===== src/rtl/i2s_pkg.sv =====
// Shared I2S definitions: serializer FSM states and frame-size helper, reused by the tx and rx paths.
package i2s_pkg;

  typedef enum logic {I2S_IDLE = 1'b0, I2S_RUN = 1'b1} i2s_state_t;

  function automatic int FRAME_BITS(input int s);
    return 2 * s;
  endfunction

endpackage


===== src/rtl/i2s_frame_counter.sv =====
// I2S frame timing: IDLE/RUN state, bit counter, LRCLK decode, frameStart and load-cycle strobes.
module i2s_frame_counter
  import i2s_pkg::*;
#(
  parameter int SLOT_WIDTH = 16
) (
  input  logic clk_i,
  input  logic rst_n_i,
  input  logic enable_i,
  output logic run_o,
  output logic lrclk_o,
  output logic frameStart_o,
  output logic isLoad_o,
  output logic load_o
);

  localparam int FB = FRAME_BITS(SLOT_WIDTH);
  localparam int CW = $clog2(FB);
  localparam logic [CW-1:0] LAST   = CW'(FB - 1);
  localparam logic [CW-1:0] RSTART = CW'(SLOT_WIDTH - 1);

  i2s_state_t    state_q, state_d;
  logic [CW-1:0] bitCnt_q, bitCnt_d;

  always_ff @(posedge clk_i or negedge rst_n_i) begin
    if (!rst_n_i) begin
      state_q  <= I2S_IDLE;
      bitCnt_q <= '0;
    end else begin
      state_q  <= state_d;
      bitCnt_q <= bitCnt_d;
    end
  end

  // Entering RUN lands on the last bit so the first RUN cycle is a load cycle.
  always_comb begin
    state_d  = state_q;
    bitCnt_d = bitCnt_q;
    case (state_q)
      I2S_IDLE: begin
        if (enable_i) begin
          state_d  = I2S_RUN;
          bitCnt_d = LAST;
        end
      end
      I2S_RUN: begin
        bitCnt_d = (bitCnt_q == LAST) ? '0 : bitCnt_q + 1'b1;
        if (bitCnt_q == LAST && !enable_i) state_d = I2S_IDLE;
      end
      default: state_d = I2S_IDLE;
    endcase
  end

  assign run_o        = (state_q == I2S_RUN);
  assign isLoad_o     = run_o && (bitCnt_q == LAST);
  assign load_o       = isLoad_o && enable_i;
  assign frameStart_o = run_o && (bitCnt_q == '0);
  // LRCLK switches one bit ahead of each slot's MSB.
  assign lrclk_o      = !run_o || ((bitCnt_q >= RSTART) && (bitCnt_q != LAST));

endmodule


===== src/rtl/i2s_tx.sv =====
// I2S transmitter: holds the latest mono sample, sends it on both slots, tracks underruns.
// Define TX_UNDERRUN_MUTE_EN to send silence on underrun frames instead of repeating the last sample.
module i2s_tx
  import i2s_pkg::*;
#(
  parameter int PKT_WIDTH     = 16,
  parameter int SLOT_WIDTH    = 16,
  parameter int ERR_CNT_WIDTH = 8
) (
  input  logic                     clk_i,
  input  logic                     rst_n_i,
  input  logic [PKT_WIDTH-1:0]     pkt_i,
  input  logic                     pktChanged_i,
  input  logic                     enable_i,
  output logic                     lrclk_o,
  output logic                     sd_o,
  output logic                     frameStart_o,
  output logic                     underrun_o,
  output logic [ERR_CNT_WIDTH-1:0] underrunCnt_o
);

  localparam int FB = FRAME_BITS(SLOT_WIDTH);

  logic                     run, isLoad, load, starved;
  logic [PKT_WIDTH-1:0]     holdReg_q, holdReg_d, frameSample;
  logic                     fresh_q, fresh_d;
  logic                     underrun_q, underrun_d;
  logic [ERR_CNT_WIDTH-1:0] underrunCnt_q, underrunCnt_d;
  logic [FB-1:0]            shifter_q, shifter_d;

  i2s_frame_counter #(.SLOT_WIDTH(SLOT_WIDTH)) u_cnt (
    .clk_i        (clk_i),
    .rst_n_i      (rst_n_i),
    .enable_i     (enable_i),
    .run_o        (run),
    .lrclk_o      (lrclk_o),
    .frameStart_o (frameStart_o),
    .isLoad_o     (isLoad),
    .load_o       (load)
  );

  function automatic logic [FB-1:0] build_frame(input logic [PKT_WIDTH-1:0] s);
    logic [SLOT_WIDTH-1:0] slot;
    slot = SLOT_WIDTH'(s) << (SLOT_WIDTH - PKT_WIDTH);
    return {slot, slot};
  endfunction

  assign starved = load && !pktChanged_i && !fresh_q;

  // A strobe on the load cycle bypasses the hold register.
  always_comb begin
    frameSample = pktChanged_i ? pkt_i : holdReg_q;
`ifdef TX_UNDERRUN_MUTE_EN
    if (starved) frameSample = '0;
`endif
  end

  always_comb begin
    holdReg_d     = holdReg_q;
    fresh_d       = fresh_q;
    underrun_d    = underrun_q;
    underrunCnt_d = underrunCnt_q;
    shifter_d     = '0;
    if (pktChanged_i) holdReg_d = pkt_i;
    if (load)              fresh_d = 1'b0;
    else if (pktChanged_i) fresh_d = 1'b1;
    if (starved) begin
      underrun_d = 1'b1;
      if (underrunCnt_q != '1) underrunCnt_d = underrunCnt_q + 1'b1;
    end
    // Shifter drains to zero so a fresh RUN entry starts with sd low.
    if (load)                shifter_d = build_frame(frameSample);
    else if (run && !isLoad) shifter_d = {shifter_q[FB-2:0], 1'b0};
  end

  always_ff @(posedge clk_i or negedge rst_n_i) begin
    if (!rst_n_i) begin
      holdReg_q     <= '0;
      fresh_q       <= 1'b0;
      underrun_q    <= 1'b0;
      underrunCnt_q <= '0;
      shifter_q     <= '0;
    end else begin
      holdReg_q     <= holdReg_d;
      fresh_q       <= fresh_d;
      underrun_q    <= underrun_d;
      underrunCnt_q <= underrunCnt_d;
      shifter_q     <= shifter_d;
    end
  end

  assign sd_o          = run & shifter_q[FB-1];
  assign underrun_o    = underrun_q;
  assign underrunCnt_o = underrunCnt_q;

endmodule

===== config.mk =====
export PLATFORM = sky130hd
export DESIGN_NAME = i2s_tx
export DESIGN_NICKNAME = d
export VERILOG_FILES = /design/src/rtl/i2s_pkg.sv /design/src/rtl/i2s_frame_counter.sv /design/src/rtl/i2s_tx.sv
export SDC_FILE = /design/constraint.sdc
export NUM_CORES = 1
export LEC_CHECK = 0
export CAP_MARGIN = 20
export CELL_PAD_IN_SITES_DETAIL_PLACEMENT = 1
export CELL_PAD_IN_SITES_GLOBAL_PLACEMENT = 1
export CORE_UTILIZATION = 25
export DETAILED_ROUTE_END_ITERATION = 6
export PLACE_DENSITY = 0.53
export SLEW_MARGIN = 10
export SYNTH_ARGS = -nofsm -noshare
export SYNTH_HDL_FRONTEND = slang
export SYNTH_SLANG_ARGS = --single-unit

===== constraint.sdc =====
create_clock -name clk_i -period 2.45 [get_ports clk_i]
set_input_delay 0.3675 -clock clk_i [delete_from_list [all_inputs] [get_ports clk_i]]
set_output_delay 0.3675 -clock clk_i [all_outputs]
set_load 0.02 [all_outputs]

Word-level counts from Yosys, hierarchy flattened:

Index checks and enable logic that the tools add are counted.

* output and inout bits: 12
* bits of input ports: 20
* register bits after elaboration: 64

* order comparisons: 1
* $add $sub $neg: 2
* equality and inequality tests: 4
* reduce and logical (&&, ||, !) cells: 17
* bitwise operators: 2
* multiplexer cells: 11

Operators with widths (count)
* $mux W32: 2
* $mux W16: 1
* $mux W5: 2
* $pmux W5 S2: 1
* $add A8 B1 Y8 const B: 1
* $logic_and A1 B1 Y1: 8
* $ne A8 B8 Y1 const B: 1
* $add A5 B1 Y5 const B: 1
* $eq A5 B5 Y1 const B: 1
* $ge A5 B4 Y1 const B: 1
* $logic_not A1 Y1: 5
* $logic_not A5 Y1: 1
* $ne A5 B5 Y1 const B: 1
* $mux W1: 4
* $ne A2 B2 Y1 const B: 1
* $pmux W1 S2: 1
* $reduce_and A2 Y1: 1
* $reduce_bool A2 Y1: 1
* $and A1 B1 Y1: 1
* $logic_or A1 B1 Y1: 1
* $not A1 Y1: 1

Logic depth before layout (Yosys ltp):

Gate-level depths: netlist of the first run.

* depth in word-level cells: 6
* mapped depth: 8

Cells and area by module:

Synthesis of the first run repeated with hierarchy kept, for this count alone.

* cells, all modules: 232
* area, all modules: 2580.0 µm²

By module, submodules not included
* i2s_tx: times used 1, cells each 193, area each 2207.1 µm²
* i2s_frame_counter: times used 1, cells each 39, area each 372.9 µm²

Worst setup path before layout of the first run:

No wires, ideal clock.

* path type: reg2reg
* start point: register u_cnt.bitCnt_q[0]
* end point: register underrunCnt_q[1], in the netlist underrunCnt_o[1]
* cell stages (with the launch flop): 9
* path slack: 373 ps
* data required time: 2325 ps
* arrival time: 1952 ps
* setup time: 125 ps
* clock period less this slack: 2077 ps
* path buffers: 1
* cell sequence: dfrtp_1 ha_1 and3_1 ha_1 nand3_1 clkbuf_1 nor2_1 nand2_1 mux2_2

* word-level cells in the longest chain between the ends: 6

RTL lines
* start: declaration: RTL line i2s_frame_counter.sv:23 `logic [CW-1:0] bitCnt_q, bitCnt_d;`
* start signal: assignment: RTL line i2s_frame_counter.sv:31 `bitCnt_q <= bitCnt_d;`
* $eq A5 B5 Y1: RTL line i2s_frame_counter.sv:55 `assign isLoad_o = run_o && (bitCnt_q == LAST);`
* $logic_and A1 B1 Y1: RTL line i2s_frame_counter.sv:55
* $logic_and A1 B1 Y1: RTL line i2s_frame_counter.sv:56 `assign load_o = isLoad_o && enable_i;`
* $logic_and A1 B1 Y1 (2 in a row): RTL line i2s_tx.sv:48 `assign starved = load && !pktChanged_i && !fresh_q;`
* $reduce_and A2 Y1 (no source line)
* end signal: assignment: RTL line i2s_tx.sv:87 `underrunCnt_q <= underrunCnt_d;`
* end: declaration: RTL line i2s_tx.sv:28 `logic [ERR_CNT_WIDTH-1:0] underrunCnt_q, underrunCnt_d;`

No other way between the ends.
A chain may end at the register's enable or synchronous reset.

Final worst setup path of the first run:

* start point: register u_cnt.bitCnt_q[0]
* end point: register underrunCnt_q[6], in the netlist underrunCnt_o[6]

The elaborated chain is that of the path after synthesis.

==> impl_metrics.tcl, run 1 <==
set metrics [dict create \
    critPathLaunchType "register" \
    die_h_um 103 \
    synthFlopType "dfrtp_1" \
    synth_top_area_share_pct 62.4 \
    hold_path.class "in -> async" \
    timing.final.ws_setup_ns 0.262 \
    antenna_found_initial 0 \
    port_buffers 31 \
    yosys-top-cells-area "dfrtp_1 62%, a21o_1 9.1%, mux2_2 7.5%, nor2b_1 4.4%, ha_1 2.0%" \
    synth_area_per_cell_um2 12.9 \
    place_congestion 0.710 \
    yosysSeqAreaShare_pct 62.4 \
    initial_utilization_pct 26.0 \
    crit_type "reg -> reg" \
    syn_area_mm2 0.00256 \
    drv_cap 0 \
    drtPass1Iterations 4 \
    yosysWarningCount 0 \
    grt_pass1_wl_um 8340 \
    ios 32 \
    worstMarginPinSlew_ns 0.823 \
    cellLeakagePower_uw 0.00171 \
    cp_data_arrival_time_ns 2.45 \
    end_kind "register" \
    cts_made_buffers 9 \
    area_delta_synth_final_pct 27.3 \
    ant_nets 0 \
    final_layout_size_suffix_gt1_share_pct 19.3 \
    die_w_um 103 \
    num_vias 1603 \
    outcome "completed" \
    vias_per_cell 4.26 \
    grt_overflow 0 \
    final_net_count 262 \
    vdd_drop_max_uv 267 \
    rows 36 \
    synth_nets 223 \
    fin_area_mm2 0.00326 \
    insertedDiodeCount 0 \
    setup_tns_ns 0 \
    setup_violations 0 \
    dieArea_mm2 0.0107 \
    period_share_pct 89.3 \
    n_fill_cell 1055 \
    finClkSkew_ns 0.00738 \
    drtIter0Drc 36 \
    clockBufferDepth 2 \
    timing.final.crit_period_ns 2.19 \
    drc 0 \
    worstPathRequired_ns 2.71 \
    grt_max_degree 65 \
    root_buffer "clkbuf_8" \
    hold_violations 0 \
    r2r_cells 7 \
    tritoncts "done" \
    clock_sinks 64 \
    fmax_mhz 457 \
    crit_end "underrunCnt_o[6]" \
    htreeDepth 3 \
    grt_usage_pct 10.6 \
    ys_seq_elements 64 \
    synth_cell_types 29 \
    dpl.hpwl_um 3210 \
    yosysMostFrequentCell "dfrtp_1" \
    async_flop_share_pct 100 \
    placed_cell_area_mm2 0.00304 \
    routedWlPerCell_um 13.1 \
    worstPathMaxFanout 5 \
    r2r_slack_ns 0.26 \
    wl_um 4930 \
    place_ws_ns 0.251 \
    clkSlewWorstSetupHoldPaths_ns 0.07 \
    clock_latency_ns 0.33 \
    first_global_vias 1697 \
    rsz0062_at_grt "no" \
    synthTopCellsByCount "64 x dfrtp_1, 31 x a21o_1, 18 x nor2b_1" \
    pwr_density_cell_mw_per_mm2 914 \
    synth-edff-count 0 \
    relSlewSlack_pct 45.1 \
    final_max_slew_viol_count 0 \
    critPathLaunch "u_cnt.bitCnt_q[0]" \
    r2r-start "u_cnt.bitCnt_q[0]" \
    core_mm2 0.00986 \
    synth_cells 199 \
    yosysTopAreaCell "dfrtp_1" \
    r2r_end "underrunCnt_o[6]" \
]
where the power goes:
group          internal, uW  leakage (uW)  total, uW  switching [uW]
logic                   302      0.000767        571             269
registers              1290      0.000828       1410             121
clock network           595      0.000112       1000             407
total                  2190       0.00171       2980             797
metrics by stage:
stage | cells | total power [uW] | hold slack, ns | util (%)
2_1_floorplan | 199 | 1800 | 0.0719 | -
3_3_place_gp | 360 | 2010 | 0.431 | 30.8
3_5_place_dp | 360 | 2020 | 0.433 | 30.8
4_1_cts | 376 | 3040 | 0.239 | 33.1
5_1_grt | 376 | 3170 | 0.285 | 33.1
6_report | 376 | 2980 | 0.207 | 33.1
worst min-delay path by stage:
stage | start | endpoint | slack (ns) | cells past startpoint
3_5_place_dp | shifter_q[15] | shifter_q[16] | 0.43 | 1
2_1_floorplan | rst_n_i | fresh_q | 0.07 | 0
5_1_grt | rst_n_i | u_cnt.run_o | 0.29 | 2
6_report | rst_n_i | u_cnt.bitCnt_q[3] | 0.21 | 2
3_3_place_gp | shifter_q[9] | shifter_q[10] | 0.43 | 1
4_1_cts | rst_n_i | u_cnt.bitCnt_q[3] | 0.24 | 2
logic make-up after synthesis:
family	count (synthesis)	share of synthesized area, %
AOI/OAI and AO/OA	43	12.1
xor gates and xnor gates	6	2.05
adders and majority gates	4	1.95
buffers and inverters	12	2.10
DFF	64	62.4
muxes	18	7.85
and+or+nand+nor	52	11.5
sequential cells by signal (all words and copies together) (netlist names):
register / flops
underrun_o: 1
underrunCnt_o: 8
fresh_q: 1
shifter_q: 32
u_cnt.bitCnt_q: 5
u_cnt.run_o: 1
holdReg_q: 16
critical path, cell delays in order, from the launching register on:
cell	delay [ns]
dfrtp_1	0.40
ha_1	0.22
and3_1	0.19
ha_1	0.23
nand3_1	0.21
or4b_4	0.62
nor2_2	0.11
xor2_1	0.14
what timing repair did:
action                                  CTS  global route
hold buffers                              0             0
buffers inserted                          0             0
endpoints found under the setup margin    0             1
resized for setup                         0             1
per-layer routing:
| layer | wire length (um) | GRT usage [%] | vias up |
|---|---|---|---|
| li1 | - | - | 755 |
| met1 | 2340 | 13.2 | 813 |
| met2 | 2340 | 16.7 | 29 |
| met3 | 194 | 4.30 | 6 |
| met4 | 54 | 3.58 | 0 |
| met5 | 0 | 0 | - |
cells in the final DEF (no fill, tap or decap), types with 5 or more instances in the layout:
cell type	instances
nor2_1	7
nand2_1	9
a21o_1	31
buf_4	6
nor2b_1	17
clkbuf_8	10
nand3_1	5
mux2_2	17
clkdlybuf4s50_1	29
dfrtp_1	64
layout make-up:
class,count,area (um2),share of cell area (%)
timing repair buffer,37,353,10.8
clock inverter,6,82.6,2.53
tap,133,166,5.10
multi-input combinational,123,912,27.9
inverter,3,11.3,0.345
sequential,64,1600,49.1
clock buffer,10,138,4.22
Power figures use the tool's default switching activity.
==> run 2: changes to the inputs <==
--- a/config.mk
+++ b/config.mk
@@ -9,6 +9,7 @@
 export CELL_PAD_IN_SITES_DETAIL_PLACEMENT = 1
 export CELL_PAD_IN_SITES_GLOBAL_PLACEMENT = 1
 export CORE_UTILIZATION = 25
+export CTS_CLUSTER_SIZE = 16
 export DETAILED_ROUTE_END_ITERATION = 6
 export PLACE_DENSITY = 0.53
 export SLEW_MARGIN = 10
==> results of run 2 <==
Same layout as run 1: the final DEF is identical, and so are final timing and power.
==> run 3: changes to the inputs <==
--- a/config.mk
+++ b/config.mk
@@ -8,11 +8,11 @@
 export CAP_MARGIN = 20
 export CELL_PAD_IN_SITES_DETAIL_PLACEMENT = 1
 export CELL_PAD_IN_SITES_GLOBAL_PLACEMENT = 1
-export CORE_UTILIZATION = 25
+export CORE_UTILIZATION = 35
 export CTS_CLUSTER_SIZE = 16
 export DETAILED_ROUTE_END_ITERATION = 6
-export PLACE_DENSITY = 0.53
-export SLEW_MARGIN = 10
+export PLACE_DENSITY = 0.68
+export SLEW_MARGIN = 30
 export SYNTH_ARGS = -nofsm -noshare
 export SYNTH_HDL_FRONTEND = slang
 export SYNTH_SLANG_ARGS = --single-unit
==> impl_metrics.tcl, run 3 (synthesis results as in run 1) <==
set metrics [dict create \
    outcome "completed" \
    routedWlPerCell_um 13.9 \
    drv_cap 0 \
    drtIter0Drc 60 \
    timing.final.crit_period_ns 2.19 \
    fmax_mhz 457 \
    clkSlewWorstSetupHoldPaths_ns 0.07 \
    vias_per_cell 4.72 \
    grt_max_degree 65 \
    setup_violations 0 \
    cp_slowest_cell "dfrtp_1" \
    tritoncts "done" \
    largest_reg_flops 32 \
    regMostFlops "shifter_q" \
    cellLeakagePower_uw 0.00169 \
    initial_utilization_pct 36.9 \
    final_max_slew_viol_count 0 \
    p_sw_uw 755 \
    rows 30 \
    drtPass1Iterations 3 \
    hold_violations 0 \
    pwr_density_cell_mw_per_mm2 867 \
    timing.final.ws_setup_ns 0.262 \
    cts_made_buffers 9 \
    post_cts_buffers 0 \
    worstPathCellList "ha_1 -> and3_1 -> ha_1 -> nand3_1 -> buf_4 -> nor2_2 -> nand2_1 -> mux2_2" \
    critPathLaunchType "register" \
    hold_ws_ns 0.202 \
    area_delta_synth_final_pct 23.8 \
    final_common_cell "dfrtp_1" \
    hold_path.class "in -> async" \
    final_cell_mix "64 x dfrtp_1, 31 x a21o_1, 29 x clkdlybuf4s50_1" \
    final_layout_size_suffix_gt1_share_pct 19.0 \
    first_global_vias 1727 \
    antenna_found_initial 0 \
    switching_share_pct 27.4 \
    place_congestion 0.742 \
    setup_tns_ns 0 \
    finClkSkew_ns 0.00563 \
    grt_overflow 0 \
    crit_type "reg -> reg" \
    place_ws_ns 0.169 \
    drc 0 \
    port_buffers 31 \
    placed_cell_area_mm2 0.00301 \
    cp_data_arrival_time_ns 2.40 \
    postLayoutCoreUtil_pct 45.7 \
    core_mm2 0.00694 \
    die_w_um 87.6 \
    clockBufferDepth 2 \
    clock_sinks 64 \
    root_buffer "clkbuf_8" \
    ant_nets 0 \
    grt_usage_pct 14.7 \
    power.internal_uw 2000 \
    insertedDiodeCount 0 \
    dpl.hpwl_um 3230 \
    pwr-share-seq_pct 51.1 \
    wl_um 4710 \
    relSlewSlack_pct 46.9 \
    worstPathMaxFanout 6 \
    final_net_count 264 \
    critPathMostFrequentCell "ha_1" \
    worstMarginPinSlew_ns 0.796 \
    clock_latency_ns 0.34 \
    htreeDepth 3 \
    dieArea_mm2 0.00767 \
    worstPathRequired_ns 2.67 \
    die_h_um 87.6 \
    hold_buffers 0 \
    ios 32 \
    period_share_pct 89.3 \
    rsz0062_at_grt "no" \
    grt_pass1_wl_um 8290 \
    vdd_drop_max_uv 250 \
    cts_resized 0 \
    p_clk_share_pct 27.9 \
    fin_area_mm2 0.00318 \
    num_vias 1596 \
    p_comb_share_pct 21.0 \
    end_kind "register" \
    critical_path.max_stage_delay_ns 0.39 \
]
## run 3: cell types whose count changed in the layout (fill, tap and decap cells not counted), sizes merged
cell | before | now
clkinvlp | 1 | 0
buf | 7 | 9
clkinv | 3 | 1
bufinv | 2 | 0
clkbuf | 10 | 12
## run 3: critical path, delay by kind of cell, from the launching register on
kind / cells / cell delay [ns]
fa+ha+maj: 2 / 0.44
buf+inv: 1 / 0.24
flops: 1 / 0.39
mux: 1 / 0.29
simple gates: 4 / 0.70
## run 3: power by group through the flow
| stage | clock network [uW] | registers, uW | logic [uW] |
|---|---|---|---|
| 2_1_floorplan | 0 | 1390 | 407 |
| 3_3_place_gp | 0 | 1420 | 581 |
| 3_5_place_dp | 0 | 1430 | 592 |
| 4_1_cts | 798 | 1410 | 597 |
| 5_1_grt | 841 | 1430 | 660 |
| 6_report | 769 | 1410 | 578 |
## run 3: area by class of cell
cell class / instances / area, um2
fill: 736 / 3770
sequential: 64 / 1600
multi-input combinational: 123 / 915
timing repair buffer: 39 / 368
clock buffer: 12 / 155
tap: 96 / 120
inverter: 3 / 11.3
clock inverter: 1 / 5.00
## run 3: metal layers
layer / share of wire [%] / track usage (%)
met1: 48 / 18.9
met5: 0 / 0
met2: 47 / 22.8
met4: 2.3 / 7.60
met3: 2.7 / 3.96
## run 3: worst paths after layout
path | start | end | slack, ns | cells past startpoint
setup / recovery | u_cnt.bitCnt_q[0] | underrunCnt_o[1] | 0.26 | 8
min in group clk_i | shifter_q[10] | shifter_q[11] | 0.45 | 1
hold / removal | rst_n_i | u_cnt.run_o | 0.20 | 2
max in group asynchronous | rst_n_i | holdReg_q[2] | 1.73 | 2
setup reg to reg | u_cnt.bitCnt_q[0] | underrunCnt_o[1] | 0.26 | 8
hold reg to reg | shifter_q[10] | shifter_q[11] | 0.45 | 1
## run 3: metrics by stage
| step | std cells | power (uW) |
|---|---|---|
| after CTS | 338 | 2800 |
| final | 338 | 2750 |
| after global routing | 338 | 2940 |
| after floorplan | 199 | 1800 |
| after global placement | 325 | 2000 |
| after detailed placement | 325 | 2020 |
